[src/rtl/ps2_key_pkg.sv]
// rtl/ps2_key_pkg.sv - shared types and field constants for the ps2_key producer
package ps2_key_pkg;

  localparam int KEY_W       = 11;
  localparam int TOGGLE_BIT  = 10;
  localparam int PRESSED_BIT = 9;
  localparam int EXT_BIT     = 8;

  typedef struct packed {
    logic       toggle;
    logic       pressed;
    logic       ext;
    logic [7:0] code;
  } ps2_key_t;

  // What sits in the queue: everything except the toggle, which is owned by the emitter.
  typedef struct packed {
    logic       pressed;
    logic       ext;
    logic [7:0] code;
  } ps2_event_t;

  typedef enum logic [1:0] {
    ST_IDLE        = 2'd0,
    ST_HOLDOFF     = 2'd1,
    ST_REPEAT_WAIT = 2'd2
  } tx_state_t;

  function automatic ps2_key_t next_key(input ps2_key_t cur, input ps2_event_t ev);
    return {~cur.toggle, ev};
  endfunction

endpackage

[src/rtl/ps2_key_fifo.sv]
// rtl/ps2_key_fifo.sv - synchronous event queue with registered occupancy count
module ps2_key_fifo
  import ps2_key_pkg::*;
#(
  parameter int DEPTH = 8
) (
  input  logic                   clk,
  input  logic                   reset,
  input  logic                   i_push,
  input  ps2_event_t             i_data,
  input  logic                   i_pop,
  output ps2_event_t             o_head,
  output logic                   o_full,
  output logic                   o_empty,
  output logic [$clog2(DEPTH):0] o_count
);

  localparam int AW = $clog2(DEPTH);
  localparam logic [AW:0] FULL_CNT = (AW+1)'(DEPTH);

  ps2_event_t    r_mem [DEPTH];
  logic [AW-1:0] r_wr_ptr;
  logic [AW-1:0] r_rd_ptr;
  logic [AW:0]   r_count;
  logic          w_push;
  logic          w_pop;

  assign o_full  = (r_count == FULL_CNT);
  assign o_empty = (r_count == '0);
  assign o_count = r_count;
  assign o_head  = r_mem[r_rd_ptr];

  assign w_push = i_push && !o_full;
  assign w_pop  = i_pop && !o_empty;

  always_ff @(posedge clk or posedge reset) begin
    if (reset) begin
      r_wr_ptr <= '0;
      r_rd_ptr <= '0;
      r_count  <= '0;
    end else begin
      if (w_push) r_wr_ptr <= r_wr_ptr + AW'(1);
      if (w_pop)  r_rd_ptr <= r_rd_ptr + AW'(1);
      case ({w_push, w_pop})
        2'b10:   r_count <= r_count + (AW+1)'(1);
        2'b01:   r_count <= r_count - (AW+1)'(1);
        default: r_count <= r_count;
      endcase
    end
  end

  always_ff @(posedge clk) begin
    if (w_push) r_mem[r_wr_ptr] <= i_data;
  end

endmodule

[src/rtl/ps2_key_tx.sv]
// rtl/ps2_key_tx.sv - queued ps2_key event producer with spaced toggle updates
// Typematic repeat of the last press is built only when PS2_TX_REPEAT_EN is defined.
module ps2_key_tx
  import ps2_key_pkg::*;
#(
  parameter int DEPTH        = 8,
  parameter int GAP_CYCLES   = 4,
  parameter int REPEAT_DELAY = 24000000,
  parameter int REPEAT_RATE  = 2400000
) (
  input  logic             clk,
  input  logic             reset,
  input  logic             in_valid,
  output logic             in_ready,
  input  logic [7:0]       in_code,
  input  logic             in_ext,
  input  logic             in_pressed,
  output logic [KEY_W-1:0] ps2_key,
  output logic             busy
);

  localparam int HW = (GAP_CYCLES > 1) ? $clog2(GAP_CYCLES) : 1;
  localparam logic [HW-1:0] HOLD_LOAD = HW'(GAP_CYCLES - 1);

  ps2_key_t              r_key;
  logic [HW-1:0]         r_holdoff;
  tx_state_t             r_state;
  tx_state_t             w_rest_emit;
  tx_state_t             w_rest_hold;
  ps2_event_t            w_in_event;
  ps2_event_t            w_head;
  logic                  w_full;
  logic                  w_empty;
  logic [$clog2(DEPTH):0] w_count;
  logic                  w_push;
  logic                  w_emit;

  assign w_in_event = {in_pressed, in_ext, in_code};
  assign in_ready   = !w_full;
  assign w_push     = in_valid && in_ready;
  assign w_emit     = !w_empty && (r_holdoff == '0);
  assign ps2_key    = r_key;
  // HOLDOFF covers both a running gap and the one cycle before a queued re-emit.
  assign busy       = (w_count != '0) || (r_state == ST_HOLDOFF);

  ps2_key_fifo #(
    .DEPTH (DEPTH)
  ) u_fifo (
    .clk     (clk),
    .reset   (reset),
    .i_push  (w_push),
    .i_data  (w_in_event),
    .i_pop   (w_emit),
    .o_head  (w_head),
    .o_full  (w_full),
    .o_empty (w_empty),
    .o_count (w_count)
  );

`ifdef PS2_TX_REPEAT_EN
  localparam int REP_MAX = (REPEAT_DELAY > REPEAT_RATE) ? REPEAT_DELAY : REPEAT_RATE;
  localparam int RW = (REP_MAX > 1) ? $clog2(REP_MAX) : 1;
  localparam logic [RW-1:0] DELAY_LOAD = RW'(REPEAT_DELAY - 1);
  localparam logic [RW-1:0] RATE_LOAD  = RW'(REPEAT_RATE - 1);

  logic          r_rep_armed;
  logic [RW-1:0] r_rep_cnt;
  logic          w_rep_fire;

  // A new push always wins over a pending repeat so queued events are never delayed.
  assign w_rep_fire  = r_rep_armed && (r_rep_cnt == '0) && w_empty &&
                       (r_holdoff == '0) && !w_push;
  assign w_rest_emit = (w_head.pressed && !w_push) ? ST_REPEAT_WAIT : ST_IDLE;
  assign w_rest_hold = (r_rep_armed && !w_push) ? ST_REPEAT_WAIT : ST_IDLE;

  always_ff @(posedge clk or posedge reset) begin
    if (reset) begin
      r_rep_armed <= 1'b0;
      r_rep_cnt   <= '0;
    end else if (w_push) begin
      r_rep_armed <= 1'b0;
    end else if (w_emit) begin
      r_rep_armed <= w_head.pressed;
      r_rep_cnt   <= DELAY_LOAD;
    end else if (w_rep_fire) begin
      r_rep_cnt   <= RATE_LOAD;
    end else if (r_rep_armed && (r_rep_cnt != '0)) begin
      r_rep_cnt   <= r_rep_cnt - RW'(1);
    end
  end
`else
  logic w_unused_repeat;

  assign w_unused_repeat = ^{REPEAT_DELAY, REPEAT_RATE};
  assign w_rest_emit     = ST_IDLE;
  assign w_rest_hold     = ST_IDLE;
`endif

  always_ff @(posedge clk or posedge reset) begin
    if (reset) begin
      r_key     <= '0;
      r_holdoff <= '0;
      r_state   <= ST_IDLE;
    end else if (w_emit) begin
      r_key     <= next_key(r_key, w_head);
      r_holdoff <= HOLD_LOAD;
      r_state   <= (GAP_CYCLES > 1) ? ST_HOLDOFF : w_rest_emit;
`ifdef PS2_TX_REPEAT_EN
    end else if (w_rep_fire) begin
      r_key     <= {~r_key[TOGGLE_BIT], r_key[TOGGLE_BIT-1:0]};
      r_holdoff <= HOLD_LOAD;
      r_state   <= (GAP_CYCLES > 1) ? ST_HOLDOFF : ST_REPEAT_WAIT;
    end else if (w_push && (r_state == ST_REPEAT_WAIT)) begin
      r_state   <= ST_IDLE;
`endif
    end else if (r_holdoff != '0) begin
      r_holdoff <= r_holdoff - HW'(1);
      if (r_holdoff == HW'(1)) begin
        r_state <= w_empty ? w_rest_hold : ST_HOLDOFF;
      end
    end
  end

endmodule
[config.mk]
export PLATFORM = sky130hd
export DESIGN_NAME = ps2_key_tx
export DESIGN_NICKNAME = d
export VERILOG_FILES = /design/src/rtl/ps2_key_pkg.sv /design/src/rtl/ps2_key_fifo.sv /design/src/rtl/ps2_key_tx.sv
export SDC_FILE = /design/constraint.sdc
export NUM_CORES = 1
export LEC_CHECK = 0
export BUFFER_PORTS_ARGS = -buffer_cell sky130_fd_sc_hd__buf_4
export CORE_MARGIN = 1
export CORE_UTILIZATION = 60
export DETAILED_ROUTE_END_ITERATION = 7
export GPL_TIMING_DRIVEN = 0
export PLACE_DENSITY = 0.89
export SYNTH_ARGS = -nofsm -noshare
export SYNTH_HDL_FRONTEND = slang
export SYNTH_SLANG_ARGS = --single-unit
[constraint.sdc]
create_clock -name clk -period 3.15 [get_ports clk]
set_input_delay 0.7875 -clock clk [delete_from_list [all_inputs] [get_ports clk]]
set_output_delay 0.7875 -clock clk [all_outputs]
set_load 0.005 [all_outputs]
# Yosys cells after proc, flatten, opt, wreduce, memory -nomap -nowiden
# Memories as Yosys holds them, arrays and structs flattened. A register that Yosys moved wholly into a read port is not among the register bits.
# Index checks and enable logic that the tools add are counted.
# totals
reg_bits,15
mem_bits_rw,80
wordCells,42
mem_count,1
# op_classes
add_sub_neg,5
eq_ne,5
mux,9
n_bitwise,1
reduce_logical,15
# memory_table
name,words,width,read_ports,rd_clocked_by_memory_dff,write_ports,line_no,rtl
u_fifo.r_mem,8,10,1,1,1,ps2_key_fifo.sv:21,ps2_event_t r_mem [DEPTH];
# op_table
cell,n
$mux W2,5
$pmux W4 S2,1
$reduce_bool A2 Y1,4
$add A3 B1 Y3 const B,2
$eq A2 B1 Y1 const B,3
$add A4 B1 Y4 const B,1
$eq A4 B4 Y1 const B,1
$logic_and A1 B1 Y1,4
$logic_not A4 Y1,1
$reduce_bool A4 Y1,1
$sub A4 B1 Y4 const B,1
$mux W1,3
$eq A2 B2 Y1 const B,1
$logic_not A1 Y1,2
$logic_not A2 Y1,1
$reduce_and A2 Y1,1
$sub A2 B1 Y2 const B,1
$logic_or A1 B1 Y1,1
$not A1 Y1,1

# Longest topological paths before layout
# Gate-level depths: netlist of the first run.
# logic_depth
word_depth,6
depth_mapped,11

# Cells and area by module
# A second synthesis of the first run with hierarchy kept.
# unflattened
hier_cells,228
area_unflattened_um2,4329.2
# by_module_without_submodules
mod,n_inst,cells_per_inst,area_per_inst_um2
ps2_key_fifo,1,183,3692.3
ps2_key_tx,1,45,636.9

# Least setup slack after synthesis of the first run
# No wires, ideal clock.
# synth_timing
kind,register to register
startpoint,reg u_fifo.r_count[1] (netlist: u_fifo.o_count[1])
endpoint,reg u_fifo.r_count[2] (netlist: u_fifo.o_count[2])
setup_ns,0.128
arrival_time_ns,2.192
setup_slack_ns,0.830
stages_incl_launch_ff,12
n_path_buf,1
cell_sequence,dfrtp_1 -> buf_2 -> or4_4 -> nand2_4 -> inv_2 -> ha_1 -> xor2_1 -> ha_1 -> a21oi_1 -> xor2_1 -> nor2_1 -> xor2_1
# synth_via
elab_chain_cells,6
word_cells_on_any_way,14
# synth_rtl
item,line_no,rtl
start: declaration,ps2_key_fifo.sv:24,logic [AW:0] r_count;
start signal: assignment,ps2_key_fifo.sv:45,2'b10: r_count <= r_count + (AW+1)'(1);
start signal: assignment,ps2_key_fifo.sv:46,2'b01: r_count <= r_count - (AW+1)'(1);
start signal: assignment,ps2_key_fifo.sv:47,default: r_count <= r_count;
$logic_not A4 Y1 (*),ps2_key_fifo.sv:29,assign o_empty = (r_count == '0);
$logic_not A1 Y1 (*),ps2_key_tx.sv:41,assign w_emit = !w_empty && (r_holdoff == '0);
$logic_and A1 B1 Y1 (*),ps2_key_tx.sv:41,
net u_fifo.i_pop,ps2_key_fifo.sv:11,"input logic i_pop,"
$logic_and A1 B1 Y1 (*),ps2_key_fifo.sv:34,assign w_pop = i_pop && !o_empty;
$eq A2 B1 Y1 or $eq A2 B2 Y1 (tied branches),ps2_key_fifo.sv:44,"case ({w_push, w_pop})"
$pmux W4 S2 or $reduce_bool A2 Y1 (tied branches),n/a,
# The timed path passes the listed nets; every way through them passes the cells marked *.
# A chain may end at the register's enable or synchronous reset.

# Final worst setup path of the first run
# Ends and elaborated chain as after synthesis.

==> impl_metrics.sql, run 1 <==
INSERT INTO impl_metrics (metric_group, metric, value, unit) VALUES
('run_status', 'status', 'finished, final reports clean', ''),
('timing', 'maxClockFrequency', '383', 'MHz'),
('synth', 'synth-main-ff-cell', 'edfxtp_1', ''),
('critical_path', 'critical_path.max_fanout', '9', ''),
('cts', 'clk_latency', '360', 'ps'),
('floorplanning', 'num_io_pins', '26', ''),
('finish', 'num_antenna_cells', '0', ''),
('timing', 'sum_of_negative_setup_slack', '0', 'ps'),
('timing', 'worst_pin_slew', '959', 'ps'),
('global_route', 'via_count_of_the_first_global_routing_pass', '2347', ''),
('pwr', 'power_switching', '1.42', 'mW'),
('routing', 'detailedRoute.firstPassIterationCount', '4', ''),
('timing', 'timing.final.setup_violations', '0', ''),
('pwr', 'leakage', '1.77', 'nW'),
('routing', 'totalWireLength', '7.41', 'mm'),
('routing', 'drcViolationCount', '0', ''),
('flow_run', 'max_cap_violations', '0', ''),
('global_route', 'grt_antenna_before_repair', '0', ''),
('synth', 'post_synth_instance_area', '4230', 'um^2'),
('synth', 'synth_seq_cells', '104', ''),
('global_route', 'grt_start_max_net_pins', '25', ''),
('routing', 'postRouteAntennaNets', '0', ''),
('finish', 'multi_input_comb_area', '1130', 'um^2'),
('synth', 'seq_area_frac_synth', '71.0', '%'),
('finish', 'drive_gt1_share', '26.4', '%'),
('floorplanning', 'floorplan.core_area', '6790', 'um^2'),
('critical_path', 'slowest_stage', 'or4_4', ''),
('synth', 'ys_types', '35', ''),
('finish', 'layout.cell_area.non_filler', '4750', 'um^2'),
('critical_path', 'crit_family', 'simple AND/OR/NAND/NOR gates', ''),
('floorplanning', 'die_area', '7380', 'um^2'),
('timing', 'timing.final.hold_violations', '0', ''),
('critical_path', 'setup.worst_path.start_class', 'flip-flop', ''),
('min_path', 'worst_hold_startpoint', 'ps2_key[10]', ''),
('place', 'post-dp-hpwl', '4.97', 'mm'),
('pwr', 'cellPowerDensity', '911', 'nW/um^2'),
('pwr', 'worst_ir_drop_vdd', '387', 'uV'),
('timing', 'final_max_slew_viol_count', '0', ''),
('timing', 'max-slew-margin-rel', '35.8', '%'),
('timing', 'period_minus_slack', '2610', 'ps'),
('finish', 'sequential_cell_area', '3000', 'um^2'),
('finish', 'layout.nets', '318', ''),
('floorplanning', 'floorplan.die.width', '85.9', 'um'),
('timing', 'timing.final.crit_share', '82.9', '%'),
('place', 'placed_cell_area', '4540', 'um^2'),
('critical_path', 'cp.buffers_inverters', '2', ''),
('finish', 'num-fill-cells', '446', ''),
('synth', 'ys.warnings.count', '0', ''),
('critical_path', 'crit_top_cell', 'xor2_1', ''),
('critical_path', 'worst-endpoint-arrival', '2860', 'ps'),
('critical_path', 'critPathKind', 'flip-flop to flip-flop', ''),
('cts', 'ctsResizeCount', '0', ''),
('place', 'gp_congestion', '0.746', ''),
('pwr', 'sequentialPowerShare', '45.6', '%'),
('synth', 'postSynthNetCount', '282', ''),
('floorplanning', 'row_count', '30', ''),
('synth', 'fraction_of_registers_with_async_set_or_reset_after_synthesis', '23.1', '%'),
('pwr', 'sw_frac_of_total', '32.7', '%'),
('global_route', 'grt_overflow_total', '0', ''),
('routing', 'drt_iter0_markers', '169', ''),
('floorplanning', 'start_util', '62.2', '%'),
('critical_path', 'worstReg2RegStart', 'u_fifo.o_count[1]', ''),
('cts', 'tritoncts', 'built', ''),
('timing', 'fin_hold_ws', '480', 'ps'),
('timing', 'rsz0062_at_grt', 'false', ''),
('routing', 'routed-via-count', '2302', ''),
('global_route', 'global_route.usage.total', '22.0', '%'),
('global_route', 'wire_length_of_the_first_global_routing_pass', '11.8', 'mm'),
('critical_path', 'critical_path.startpoint', 'u_fifo.o_count[1]', ''),
('timing', 'skew', '9.18', 'ps'),
('cts', 'clock_path_buffers', '2', '');
==> Yosys cell counts (2+ instances only) <==
cell type / n / area share (%)
a221o_1: 10 / 2.4
nand2_1: 20 / 1.8
nand2b_1: 5 / 0.74
nor3_1: 2 / 0.24
xor2_1: 3 / 0.62
edfxtp_1: 80 / 57
o21ai_1: 8 / 0.95
buf_4: 2 / 0.36
xnor2_1: 6 / 1.2
dfrtp_1: 24 / 14
buf_8: 2 / 0.71
inv_1: 3 / 0.27
buf_6: 3 / 0.80
o21ai_0: 3 / 0.36
mux2i_1: 20 / 4.7
a21oi_1: 3 / 0.36
mux2_2: 23 / 6.1
nand3_1: 2 / 0.24
o22ai_1: 11 / 1.6
nor2_1: 11 / 0.98
ha_1: 7 / 2.1
==> worst register-to-register path, cell delays in order (launching register included) <==
cell and delay [ps]:
dfrtp_1 360, buf_2 170, or4_4 540, nand2_4 120, inv_2 70, ha_1 270
xor2_1 180, ha_1 200, a21oi_1 140, xor2_1 210, nor2_1 90, xor2_1 150
==> cell usage in the layout (no fill, tap or decap), types with 2 or more instances in the layout <==
cell type,instances
ha_1,7
nand3_1,2
nand2_1,20
xnor2_1,6
buf_4,27
dfrtp_1,24
o21ai_1,8
a221o_1,10
buf_6,3
nor3_2,2
o22ai_1,11
xor2_1,3
o21ai_0,3
mux2_2,23
edfxtp_1,80
nand2b_1,5
inv_1,3
clkbuf_8,9
mux2i_1,20
clkinvlp_4,2
nor2_1,11
buf_8,2
a21oi_1,3
==> power by group through the flow <==
stage	registers, mW	logic (mW)	clock network, mW
finish	1.97	1.52	0.829
global route	2.00	1.67	0.887
CTS	1.97	1.54	0.844
detailed placement	2.00	1.53	0
global placement	1.97	1.45	0
floorplan	1.96	1.10	0
==> cells by family after synthesis <==
| kind of cell | Yosys count | synth area share [%] |
|---|---|---|
| buffers and inverters | 14 | 2.52 |
| DFF | 104 | 71.0 |
| and+or+nand+nor | 48 | 5.60 |
| adders and majority gates | 7 | 2.07 |
| xor gates and xnor gates | 9 | 1.87 |
| AOI/OAI and AO/OA | 37 | 6.04 |
| muxes | 43 | 10.9 |
==> flip-flops by register name (all words and copies together) (netlist names) <==
name / cells
ps2_key: 11
r_holdoff: 2
r_state: 1
u_fifo.o_count: 4
u_fifo.r_mem: 80
u_fifo.r_rd_ptr: 3
u_fifo.r_wr_ptr: 3
==> metrics by stage <==
stage,power (mW),instances,util (%),setup WS (ps)
2_1_floorplan,3.06,262,-,830
3_3_place_gp,3.42,383,66.7,311
3_5_place_dp,3.53,383,66.9,552
4_1_cts,4.35,399,69.9,554
5_1_grt,4.56,399,69.9,423
6_report,4.33,399,69.9,538
==> area by class of cell <==
| cell class | instances | share of cell area, % |
|---|---|---|
| Buffer | 10 | 1.92 |
| Clock inverter | 7 | 1.66 |
| Tap cell | 96 | 2.53 |
| Sequential cell | 104 | 63.3 |
| Clock buffer | 9 | 2.61 |
| Timing Repair Buffer | 25 | 3.95 |
| Multi-Input combinational cell | 144 | 23.7 |
| Inverter | 4 | 0.316 |
==> metal layers <==
metal  track usage (%)  up-vias  share of wire, %
li1                  -     1064                 -
met1              28.7     1152                45
met2              36.0       70                48
met3              2.89       16               4.8
met4              12.1        0               2.4
met5                 0        -                 0
==> worst paths after layout <==
path                                      endpoint  cells past startpoint
worst max-delay path             u_fifo.o_count[2]                     11
worst min-delay path                   ps2_key[10]                      1
worst max register to register   u_fifo.o_count[2]                     11
worst min register to register         ps2_key[10]                      1
max in group asynchronous       u_fifo.r_wr_ptr[1]                      2
min in group asynchronous               ps2_key[3]                      2
Power figures use the tool's default switching activity.
==> run 2, diff against run 1 <==
--- a/config.mk
+++ b/config.mk
@@ -7,10 +7,10 @@
 export LEC_CHECK = 0
 export BUFFER_PORTS_ARGS = -buffer_cell sky130_fd_sc_hd__buf_4
 export CORE_MARGIN = 1
-export CORE_UTILIZATION = 60
+export CORE_UTILIZATION = 54
 export DETAILED_ROUTE_END_ITERATION = 7
 export GPL_TIMING_DRIVEN = 0
-export PLACE_DENSITY = 0.89
+export PLACE_DENSITY = 0.85
 export SYNTH_ARGS = -nofsm -noshare
 export SYNTH_HDL_FRONTEND = slang
 export SYNTH_SLANG_ARGS = --single-unit
==> constraint.sdc (replaced) <==
create_clock -name clk -period 2.4 [get_ports clk]
set_input_delay 0.6 -clock clk [delete_from_list [all_inputs] [get_ports clk]]
set_output_delay 0.6 -clock clk [all_outputs]
set_load 0.005 [all_outputs]
==> impl_metrics.sql, run 2 (synthesized netlist as in run 1, its figures left out) <==
INSERT INTO impl_metrics (metric_group, metric, value, unit) VALUES
('run_status', 'status', 'finished, final reports clean', ''),
('pwr', 'totalPowerFinal', '5.71', 'mW'),
('place', 'port_buffers', '25', ''),
('cts', 'cts_root_buffer', 'clkbuf_8', ''),
('critical_path', 'critical_path.max_fanout', '10', ''),
('cts', 'clock_path_buffers', '2', ''),
('flow_run', 'max_cap_violations', '0', ''),
('timing', 'fin_hold_ws', '397', 'ps'),
('min_path', 'worst_hold_path_type', 'input pin to asynchronous set/reset pin', ''),
('finish', 'num_antenna_cells', '0', ''),
('pwr', 'leakage', '1.77', 'nW'),
('routing', 'postRouteAntennaNets', '0', ''),
('cts', 'clk_latency', '370', 'ps'),
('global_route', 'grt_antenna_before_repair', '0', ''),
('place', 'numPlacedInstances', '386', ''),
('routing', 'routed-via-count', '2226', ''),
('global_route', 'grt_start_max_net_pins', '25', ''),
('finish', 'drive_gt1_share', '27.7', '%'),
('routing', 'totalWireLength', '7.10', 'mm'),
('pwr', 'cellPowerDensity', '1190', 'nW/um^2'),
('routing', 'drt-vias-per-instance', '5.54', ''),
('finish', 'final_common_cell', 'edfxtp_1', ''),
('floorplanning', 'start_util', '57.1', '%'),
('cts', 'cts_hold_buffers', '0', ''),
('routing', 'drt_iter0_markers', '104', ''),
('finish', 'layout.nets', '318', ''),
('critical_path', 'worst-endpoint-arrival', '2250', 'ps'),
('floorplanning', 'row_count', '31', ''),
('critical_path', 'r2r_setup_slack', '140', 'ps'),
('timing', 'timing.final.setup_violations', '0', ''),
('floorplanning', 'die_area', '8180', 'um^2'),
('timing', 'timing.final.crit_share', '94.0', '%'),
('timing', 'max-slew-margin-rel', '32.7', '%'),
('critical_path', 'worstReg2RegStart', 'u_fifo.o_count[2]', ''),
('finish', 'layout.cell_area.non_filler', '4780', 'um^2'),
('finish', 'areaGrowthSynthToFinish', '13.2', '%'),
('global_route', 'grt_overflow_total', '0', ''),
('timing', 'rsz0062_at_grt', 'false', ''),
('critical_path', 'crit_path_end_kind', 'flip-flop', ''),
('routing', 'wire_per_inst', '17.7', 'um'),
('timing', 'maxClockFrequency', '443', 'MHz'),
('critical_path', 'setup.worst_path.start_class', 'flip-flop', ''),
('critical_path', 'regToRegEndpoint', 'u_fifo.r_mem[6][7]', ''),
('global_route', 'global_route.usage.total', '18.6', '%'),
('global_route', 'wire_length_of_the_first_global_routing_pass', '11.3', 'mm'),
('cts', 'h-tree-depth', '3', ''),
('routing', 'detailedRoute.firstPassIterationCount', '4', ''),
('finish', 'fin_util', '64.6', '%'),
('timing', 'final_max_slew_viol_count', '0', ''),
('critical_path', 'cp_peak_stage_delay', '750', 'ps'),
('place', 'gp_congestion', '0.754', ''),
('cts', 'tritoncts', 'built', ''),
('critical_path', 'cp.buffers_inverters', '0', ''),
('timing', 'period_minus_slack', '2260', 'ps'),
('finish', 'layout_common_cells', 'edfxtp_1 (80), buf_4 (28), mux2_2 (23)', ''),
('routing', 'drcViolationCount', '0', ''),
('finish', 'fin_cells', '402', ''),
('critical_path', 'worst_setup_path_endpoint', 'u_fifo.r_mem[6][7]', ''),
('critical_path', 'crit_cells', '4', ''),
('timing', 'worst_pin_slew', '1010', 'ps'),
('cts', 'clock_transition_at_the_registers_of_the_reported_paths', '100', 'ps'),
('critical_path', 'crit_family', 'simple AND/OR/NAND/NOR gates', ''),
('floorplanning', 'num_io_pins', '26', ''),
('timing', 'skew', '11.6', 'ps'),
('pwr', 'worst_ir_drop_vdd', '468', 'uV'),
('timing', 'timing.final.hold_violations', '0', ''),
('critical_path', 'critical_path.startpoint', 'u_fifo.o_count[2]', ''),
('cts', 'cts_inserted_buffers', '9', ''),
('floorplanning', 'die_height', '90.5', 'um'),
('floorplanning', 'floorplan.core_area', '7410', 'um^2'),
('cts', 'clock_sink_count', '104', ''),
('global_route', 'via_count_of_the_first_global_routing_pass', '2229', ''),
('finish', 'largest_register', 'u_fifo.r_mem', ''),
('finish', 'largest_reg_flops', '80', ''),
('critical_path', 'worst_ep_required_time', '2400', 'ps'),
('critical_path', 'critPathKind', 'flip-flop to flip-flop', ''),
('critical_path', 'slowest_stage', 'nor2_1', ''),
('place', 'post-dp-hpwl', '4.69', 'mm'),
('floorplanning', 'floorplan.die.width', '90.5', 'um'),
('critical_path', 'rr_worst_depth', '4', ''),
('critical_path', 'cp_cell_sequence', 'or4b_4, nand2_4, or2_2, nor2_1', ''),
('place', 'placed_cell_area', '4550', 'um^2');
[run 2: metal layers]
metal  vias to the layer above  track usage, %  share of wire (%)
li1                       1069               -                  -
met5                         -               0                  0
met2                        44            30.2                 49
met3                         9            4.63                4.1
met4                         0            6.18                1.2
met1                      1104            24.7                 46
[run 2: power by group]
part,internal (mW),switching [mW]
logic,0.977,1.01
clock network,0.503,0.614
registers,2.37,0.243
total,3.85,1.86
[run 2: worst min path at each step]
stage	startpoint	to	slack, ps	cells past startpoint
2_1_floorplan	ps2_key[10]	ps2_key[10]	470	1
3_3_place_gp	ps2_key[10]	ps2_key[10]	460	1
3_5_place_dp	ps2_key[8]	ps2_key[8]	470	2
4_1_cts	reset	ps2_key[0]	420	2
5_1_grt	in_code[5]	u_fifo.r_mem[3][5]	450	1
6_report	reset	ps2_key[0]	400	2
[run 2: worst register-to-register path: cells and delay by family, from the launching register on]
kind             cells  cell delay (ps)
AND/OR/NAND/NOR      4             1390
flip-flops           1              500
[run 2: what timing repair did]
action / CTS / global route
setup buffers: 0 / 1
resized for setup: 1 / 5
pin swaps: 0 / 2
hold endpoints to repair: 0 / 0
setup endpoints to repair: 1 / 1
[run 2: area by class of cell]
type | count | area [um^2]
fill | 525 | 2630
multi-input combinational | 144 | 1150
inverter | 4 | 15.0
timing repair buffer | 26 | 195
tap | 99 | 124
buffer | 9 | 86.3
clock buffer | 9 | 124
sequential | 104 | 3010
clock inverter | 7 | 85.1
[run 2: per-stage QoR]
step	setup WS [ps]	TNS [ps]
finish	144	0
global route	10.4	0
CTS	25.1	0
detailed placement	-26.0	-26.0
global placement	-267	-2910
floorplan	80.3	0
